### src/rtl/mmio_uart_tx.sv
// mmio_uart_tx: memory-mapped 8N1 UART transmitter with a byte FIFO.
//
// Stores to TXDATA (address[2]=0) enqueue data_in[7:0]; a serializer drains
// the FIFO onto uart_tx. Loads from STATUS (address[2]=1) return
// {count, overflow, busy, empty, full}; a store to STATUS with data_in[3]=1
// clears the sticky overflow flag.
//
// Ports:
//   clk           system clock
//   reset         asynchronous, active-high reset
//   write_enable  store request, sampled on the rising edge of clk
//   read_enable   load request, sampled on the rising edge of clk
//   address       byte address, only address[2] is decoded
//   data_in       store data
//   data_out      registered load data, held until the next load
//   mem_ready     one-cycle request-complete pulse
//   uart_tx       serial line, idle high
//
// Bus handshake: every edge with write_enable|read_enable high executes the
// request (there is no back-pressure), and mem_ready is high for exactly the
// following cycle, in which data_out carries the load result. A store wins
// over a simultaneous load; the load is then ignored and data_out is kept.
module mmio_uart_tx #(
  parameter int DELAY_FRAMES = 234,
  parameter int FIFO_DEPTH   = 8
) (
  input  logic        clk,
  input  logic        reset,
  input  logic        write_enable,
  input  logic        read_enable,
  input  logic [31:0] address,
  input  logic [31:0] data_in,
  output logic [31:0] data_out,
  output logic        mem_ready,
  output logic        uart_tx
);

  localparam int AW = $clog2(FIFO_DEPTH);
  localparam int CW = $clog2(DELAY_FRAMES + 1);
  localparam logic [CW-1:0] DELAY_CW  = CW'(DELAY_FRAMES);
  localparam logic [AW:0]   COUNT_MAX = (AW + 1)'(FIFO_DEPTH);

  typedef enum logic [1:0] {
    IDLE  = 2'd0,
    START = 2'd1,
    DATA  = 2'd2,
    STOP  = 2'd3
  } state_t;

  state_t          state;
  logic [CW-1:0]   cnt;
  logic [2:0]      bit_idx;
  logic [7:0]      tx_byte;

  logic [7:0]      mem [FIFO_DEPTH];
  logic [AW-1:0]   wr_ptr;
  logic [AW-1:0]   rd_ptr;
  logic [AW:0]     count;
  logic            overflow;

  logic            bit_done;
  logic            fifo_empty;
  logic            fifo_full;
  logic            pop;
  logic            wr_txdata;
  logic            wr_status;
  logic            rd_req;
  logic            push;
  logic            drop;
  logic [AW:0]     count_nxt;
  logic            busy_nxt;
  logic [31:0]     status;

  // Only address[2] and the low data byte carry meaning.
  logic unused_bits;
  assign unused_bits = ^{address[31:3], address[1:0], data_in[31:8]};

  always_comb begin
    bit_done   = (cnt + 1'b1) == DELAY_CW;
    fifo_empty = (count == '0);
    fifo_full  = (count == COUNT_MAX);

    // The serializer only sees the registered count, so a byte pushed at an
    // edge is available for popping one edge later.
    pop = !fifo_empty && ((state == IDLE) || ((state == STOP) && bit_done));

    wr_txdata = write_enable && !address[2];
    wr_status = write_enable && address[2];
    rd_req    = read_enable && !write_enable;

    // A full FIFO still accepts a byte when the head leaves on the same edge.
    push = wr_txdata && (!fifo_full || pop);
    drop = wr_txdata && fifo_full && !pop;

    count_nxt = count;
    if (push && !pop) begin
      count_nxt = count + 1'b1;
    end else if (pop && !push) begin
      count_nxt = count - 1'b1;
    end

    // STATUS reports the post-edge view, so a pop on the load edge counts.
    if (state == IDLE) begin
      busy_nxt = pop;
    end else begin
      busy_nxt = !((state == STOP) && bit_done && !pop);
    end

    status             = '0;
    status[8 +: AW+1]  = count_nxt;
    status[3]          = overflow;
    status[2]          = busy_nxt;
    status[1]          = (count_nxt == '0);
    status[0]          = (count_nxt == COUNT_MAX);
  end

  // FIFO storage carries no reset; pointers and count define validity.
  always_ff @(posedge clk) begin
    if (push) begin
      mem[wr_ptr] <= data_in[7:0];
    end
  end

  always_ff @(posedge clk or posedge reset) begin
    if (reset) begin
      wr_ptr <= '0;
      rd_ptr <= '0;
      count  <= '0;
    end else begin
      if (push) begin
        wr_ptr <= wr_ptr + 1'b1;
      end
      if (pop) begin
        rd_ptr <= rd_ptr + 1'b1;
      end
      count <= count_nxt;
    end
  end

  // Bus response path.
  always_ff @(posedge clk or posedge reset) begin
    if (reset) begin
      mem_ready <= 1'b0;
      data_out  <= '0;
      overflow  <= 1'b0;
    end else begin
      mem_ready <= write_enable | read_enable;
      if (rd_req) begin
        data_out <= address[2] ? status : 32'd0;
      end
      if (drop) begin
        overflow <= 1'b1;
      end else if (wr_status && data_in[3]) begin
        overflow <= 1'b0;
      end
    end
  end

  // Serializer. uart_tx is registered and is set to the level of the bit
  // being entered, so every bit lasts exactly DELAY_FRAMES cycles and a
  // STOP->START hand-off leaves no idle gap.
  always_ff @(posedge clk or posedge reset) begin
    if (reset) begin
      state   <= IDLE;
      cnt     <= '0;
      bit_idx <= '0;
      tx_byte <= '0;
      uart_tx <= 1'b1;
    end else begin
      case (state)
        IDLE: begin
          uart_tx <= 1'b1;
          cnt     <= '0;
          if (pop) begin
            tx_byte <= mem[rd_ptr];
            uart_tx <= 1'b0;
            state   <= START;
          end
        end
        START: begin
          if (bit_done) begin
            cnt     <= '0;
            bit_idx <= 3'd0;
            uart_tx <= tx_byte[0];
            state   <= DATA;
          end else begin
            cnt <= cnt + 1'b1;
          end
        end
        DATA: begin
          if (bit_done) begin
            cnt <= '0;
            if (bit_idx == 3'd7) begin
              uart_tx <= 1'b1;
              state   <= STOP;
            end else begin
              bit_idx <= bit_idx + 3'd1;
              uart_tx <= tx_byte[bit_idx + 3'd1];
            end
          end else begin
            cnt <= cnt + 1'b1;
          end
        end
        STOP: begin
          if (bit_done) begin
            cnt <= '0;
            if (pop) begin
              tx_byte <= mem[rd_ptr];
              uart_tx <= 1'b0;
              state   <= START;
            end else begin
              state <= IDLE;
            end
          end else begin
            cnt <= cnt + 1'b1;
          end
        end
        default: begin
          uart_tx <= 1'b1;
          state   <= IDLE;
        end
      endcase
    end
  end

endmodule
### config.mk
export PLATFORM = sky130hd
export DESIGN_NAME = mmio_uart_tx
export DESIGN_NICKNAME = d
export VERILOG_FILES = /design/src/rtl/mmio_uart_tx.sv
export SDC_FILE = /design/constraint.sdc
export NUM_CORES = 1
export LEC_CHECK = 0
export BUFFER_PORTS_ARGS = -buffer_cell sky130_fd_sc_hd__buf_2
export CAP_MARGIN = 10
export CORE_MARGIN = 2
export CORE_UTILIZATION = 50
export CTS_CLUSTER_SIZE = 14
export DETAILED_ROUTE_END_ITERATION = 10
export PLACE_DENSITY = 0.74
export SLEW_MARGIN = 20
export SYNTH_ARGS = -nofsm -noshare
export SYNTH_HDL_FRONTEND = slang
export SYNTH_SLANG_ARGS = --single-unit
### constraint.sdc
create_clock -name clk -period 4.2 [get_ports clk]
set_clock_uncertainty 0.15 [all_clocks]
set_input_delay 0.42 -clock clk [delete_from_list [all_inputs] [get_ports clk]]
set_output_delay 0.42 -clock clk [all_outputs]
set_load 0.02 [all_outputs]
==> run_summary.xml <==
<?xml version="1.0" encoding="UTF-8"?>
<metrics>
  <group name="clocking">
    <metric name="clock_sink_count" unit="">106</metric>
    <metric name="ctsResizeCount" unit="">0</metric>
    <metric name="postCtsHoldBufs" unit="">0</metric>
    <metric name="cts_htree_levels" unit="">3</metric>
    <metric name="cts.path.max_buffers" unit="">2</metric>
    <metric name="tritoncts" unit="">built</metric>
    <metric name="cts_buf_count" unit="">9</metric>
    <metric name="cts_root_buf" unit="">sky130_fd_sc_hd__clkbuf_8</metric>
    <metric name="cts.reportedPaths.clkPinSlew" unit="ps">100</metric>
    <metric name="clock_latency" unit="ps">370</metric>
    <metric name="cts_setup_buffers" unit="">0</metric>
  </group>
  <group name="setup_path">
    <metric name="crit_arrival" unit="ps">3450</metric>
    <metric name="reg2reg_from" unit="">cnt[0]$_DFF_PP0_</metric>
    <metric name="cp-start-kind" unit="">flip-flop</metric>
    <metric name="worstSetupEndpointType" unit="">flip-flop</metric>
    <metric name="worstSetupPathType" unit="">reg -&gt; reg</metric>
    <metric name="critical_path_peak_fanout" unit="">12</metric>
    <metric name="reg2regPathDepth" unit="">10</metric>
    <metric name="r2r_slack" unit="ps">680</metric>
    <metric name="reg2reg_to" unit="">mem[3][5]$_DFFE_PP_</metric>
    <metric name="crit_start" unit="">cnt[0]$_DFF_PP0_</metric>
    <metric name="worst_ep_required_time" unit="ps">4130</metric>
  </group>
  <group name="floorplanning">
    <metric name="fp.coreArea" unit="um2">9680</metric>
    <metric name="placementRows" unit="">36</metric>
    <metric name="boundary_pin_count" unit="">102</metric>
    <metric name="die-area" unit="um2">10700</metric>
    <metric name="start_util" unit="">0.510</metric>
    <metric name="fp.dieH" unit="um">103</metric>
    <metric name="chipWidth" unit="um">103</metric>
  </group>
  <group name="global_route">
    <metric name="global_route_wire_length_before_repair" unit="um">13300</metric>
    <metric name="grt_start_max_net_pins" unit="">43</metric>
    <metric name="antenna_violations_before_repair" unit="">0</metric>
    <metric name="global_route.overflow_total" unit="">0</metric>
    <metric name="grt_usage" unit="">0.168</metric>
    <metric name="first_global_vias" unit="">2715</metric>
  </group>
  <group name="sta">
    <metric name="max_freq" unit="MHz">284</metric>
    <metric name="setup_repair_after_global_routing_missed_its_margin" unit="">false</metric>
    <metric name="worst-slew-pin-transition" unit="ps">785</metric>
    <metric name="period_share" unit="">0.838</metric>
    <metric name="report.final.slew_viol_count" unit="">0</metric>
    <metric name="hold_viol" unit="">0</metric>
    <metric name="finalSetupViolCount" unit="">0</metric>
    <metric name="layout_min_cycle_time" unit="ps">3520</metric>
    <metric name="max_slew_margin" unit="">0.477</metric>
    <metric name="totalNegativeSetupSlack" unit="ps">0</metric>
  </group>
  <group name="layout">
    <metric name="antenna-diode-count" unit="">0</metric>
    <metric name="syn_to_final_growth" unit="%">7.26</metric>
    <metric name="commonest_non_fill_non_tap_cells_in_the_layout" unit="">64 x sky130_fd_sc_hd__edfxtp_1, 40 x sky130_fd_sc_hd__dfrtp_1, 35 x sky130_fd_sc_hd__nand2_1</metric>
    <metric name="final_nets" unit="">470</metric>
    <metric name="final_common_cell" unit="">sky130_fd_sc_hd__edfxtp_1</metric>
    <metric name="stdcell_count" unit="">528</metric>
    <metric name="final_layout_size_suffix_gt1_frac" unit="">0.200</metric>
  </group>
  <group name="placement">
    <metric name="dp_hpwl" unit="um">5630</metric>
    <metric name="routability_congestion" unit="">0.798</metric>
    <metric name="placed_cells" unit="">512</metric>
    <metric name="port_buffers" unit="">22</metric>
  </group>
  <group name="pwr">
    <metric name="power_frac_comb" unit="">0.327</metric>
    <metric name="power_frac_seq" unit="">0.490</metric>
    <metric name="max-vdd-ir-drop" unit="mV">0.321</metric>
    <metric name="power.total" unit="mW">3.19</metric>
    <metric name="p_leak" unit="nW">2.07</metric>
    <metric name="switching_share" unit="">0.359</metric>
    <metric name="clock_power_share" unit="">0.183</metric>
    <metric name="total_switching_power" unit="mW">1.15</metric>
    <metric name="power_density" unit="nW/um2">602</metric>
    <metric name="internal_dissipation" unit="mW">2.05</metric>
  </group>
  <group name="synthesis">
    <metric name="ys_warnings" unit="">0</metric>
    <metric name="postSynthAreaPerCell" unit="um2">13.6</metric>
    <metric name="ys_types" unit="">57</metric>
    <metric name="ys.flop_type" unit="">sky130_fd_sc_hd__edfxtp_1</metric>
    <metric name="synth_enable_flop_cells" unit="">64</metric>
    <metric name="synth.cell_area" unit="um2">4940</metric>
    <metric name="postSynth.asyncResetShare" unit="">0.396</metric>
    <metric name="synthesis.instances" unit="">364</metric>
    <metric name="synth_seq_cells" unit="">106</metric>
    <metric name="synth.yosys.seq_area_share" unit="">0.602</metric>
  </group>
  <group name="drt">
    <metric name="drt_wl_total" unit="um">8370</metric>
    <metric name="detail_route.iter0.violations" unit="">118</metric>
    <metric name="mean_routed_wirelength_per_cell" unit="um">15.8</metric>
    <metric name="dr.pass1.iters" unit="">4</metric>
    <metric name="route.detailed.vias_per_inst" unit="">5.26</metric>
    <metric name="drcViolationCount" unit="">0</metric>
    <metric name="num_vias" unit="">2778</metric>
    <metric name="postRouteAntennaNets" unit="">0</metric>
  </group>
  <group name="status">
    <metric name="run_status" unit="">completed</metric>
  </group>
  <group name="worst_hold_path">
    <metric name="timing.hold.worst.class" unit="">in -&gt; async</metric>
  </group>
  <group name="job">
    <metric name="max_cap_viol_count" unit="">0</metric>
  </group>
</metrics>
[cells by family after synthesis]
group / Yosys count / share of synthesized area
adders and majority gates: 12 / 0.0304
AOI/OAI and AO/OA: 56 / 0.0757
and+or+nand+nor: 94 / 0.0954
muxes: 32 / 0.112
DFF: 106 / 0.602
other: 1 / 0.000759
buffers and inverters: 50 / 0.0610
xor gates and xnor gates: 13 / 0.0230
[state kept, by name, summed over array words and instances (netlist names), 2 cells and up]
register / count
wr_ptr: 3
count: 4
state: 2
mem: 64
data_out: 8
rd_ptr: 3
cnt: 8
bit_idx: 3
tx_byte: 8
[cell type report]
type / instances / area (um2)
clock inverters: 6 / 56.3
clock buffers: 10 / 128
flip-flops and latches: 106 / 2980
multi-input cells: 231 / 1750
fillers: 805 / 4380
repair buffers: 32 / 185
inverters: 10 / 37.5
well taps: 133 / 166
[worst max path at each step]
| stage | end | slack [ps] |
|---|---|---|
| floorplan | mem[0][0]$_DFFE_PP_ | 780 |
| global placement | mem[5][5]$_DFFE_PP_ | 830 |
| detailed placement | mem[3][5]$_DFFE_PP_ | 720 |
| CTS | mem[3][3]$_DFFE_PP_ | 700 |
| global route | mem[3][2]$_DFFE_PP_ | 480 |
| finish | mem[3][5]$_DFFE_PP_ | 680 |
[per-stage QoR]
stage	util	area [um2]	hold slack, ps	setup WS (ps)
after floorplan	-	5030	295	784
after global placement	0.528	5120	309	834
after detailed placement	0.528	5120	315	720
after CTS	0.547	5300	8.48	696
after global routing	0.548	5300	48.7	480
final	0.548	5300	0.271	681
[power groups by stage]
stage	registers, mW	clock network, mW	logic (mW)
6_report	1.57	0.583	1.04
5_1_grt	1.61	0.643	1.17
4_1_cts	1.57	0.608	1.05
3_5_place_dp	1.59	0	1.05
3_3_place_gp	1.57	0	1.01
2_1_floorplan	1.46	0	0.938
[per-layer routing]
metal  up-vias  wire length [um]  global-route usage  part of all wire
li1       1350                 -                   -                 -
met1      1357              3600               0.203              0.43
met2        59              4360               0.292              0.52
met3        12               319              0.0477             0.038
met4         0                91              0.0536             0.011
met5         -                 0                   0                 0
[Yosys cell counts, types with 2 or more instances]
library cell / instances / area [um2]
sky130_fd_sc_hd__o21ai_0: 19 / 95.1
sky130_fd_sc_hd__edfxtp_1: 64 / 1920
sky130_fd_sc_hd__a31oi_1: 4 / 25.0
sky130_fd_sc_hd__mux2i_1: 9 / 90.1
sky130_fd_sc_hd__xnor2_1: 6 / 52.6
sky130_fd_sc_hd__nand2_1: 35 / 131
sky130_fd_sc_hd__nand3b_1: 3 / 22.5
sky130_fd_sc_hd__nor2_1: 19 / 71.3
sky130_fd_sc_hd__a221oi_1: 3 / 26.3
sky130_fd_sc_hd__xor2_1: 7 / 61.3
sky130_fd_sc_hd__nor2b_1: 2 / 12.5
sky130_fd_sc_hd__buf_4: 25 / 188
sky130_fd_sc_hd__and3_1: 2 / 12.5
sky130_fd_sc_hd__o22ai_1: 2 / 12.5
sky130_fd_sc_hd__buf_2: 2 / 10.0
sky130_fd_sc_hd__mux2_2: 4 / 45.0
sky130_fd_sc_hd__a21oi_1: 6 / 30.0
sky130_fd_sc_hd__clkbuf_1: 5 / 18.8
sky130_fd_sc_hd__or2_2: 2 / 12.5
sky130_fd_sc_hd__mux4_2: 18 / 405
sky130_fd_sc_hd__nand3_1: 7 / 35.0
sky130_fd_sc_hd__inv_1: 10 / 37.5
sky130_fd_sc_hd__ha_1: 12 / 150
sky130_fd_sc_hd__buf_1: 5 / 18.8
sky130_fd_sc_hd__nor3b_1: 4 / 30.0
sky130_fd_sc_hd__dfrtp_1: 41 / 1030
sky130_fd_sc_hd__nor3_1: 3 / 15.0
sky130_fd_sc_hd__a22o_1: 6 / 52.6
sky130_fd_sc_hd__nand2b_1: 5 / 31.3
sky130_fd_sc_hd__o211ai_1: 3 / 22.5
sky130_fd_sc_hd__and2_1: 3 / 18.8
sky130_fd_sc_hd__o31ai_1: 3 / 22.5
[worst max-delay path: stages, from the launching register on]
cell	delay, ps
sky130_fd_sc_hd__dfrtp_1	460
sky130_fd_sc_hd__ha_1	320
sky130_fd_sc_hd__or2_1	260
sky130_fd_sc_hd__a211oi_2	250
sky130_fd_sc_hd__a31o_2	180
sky130_fd_sc_hd__a31oi_1	90
sky130_fd_sc_hd__buf_4	190
sky130_fd_sc_hd__a31oi_1	590
sky130_fd_sc_hd__nand2_1	240
sky130_fd_sc_hd__nor3b_1	260
sky130_fd_sc_hd__buf_4	230
(Power assumes the default switching activity.)
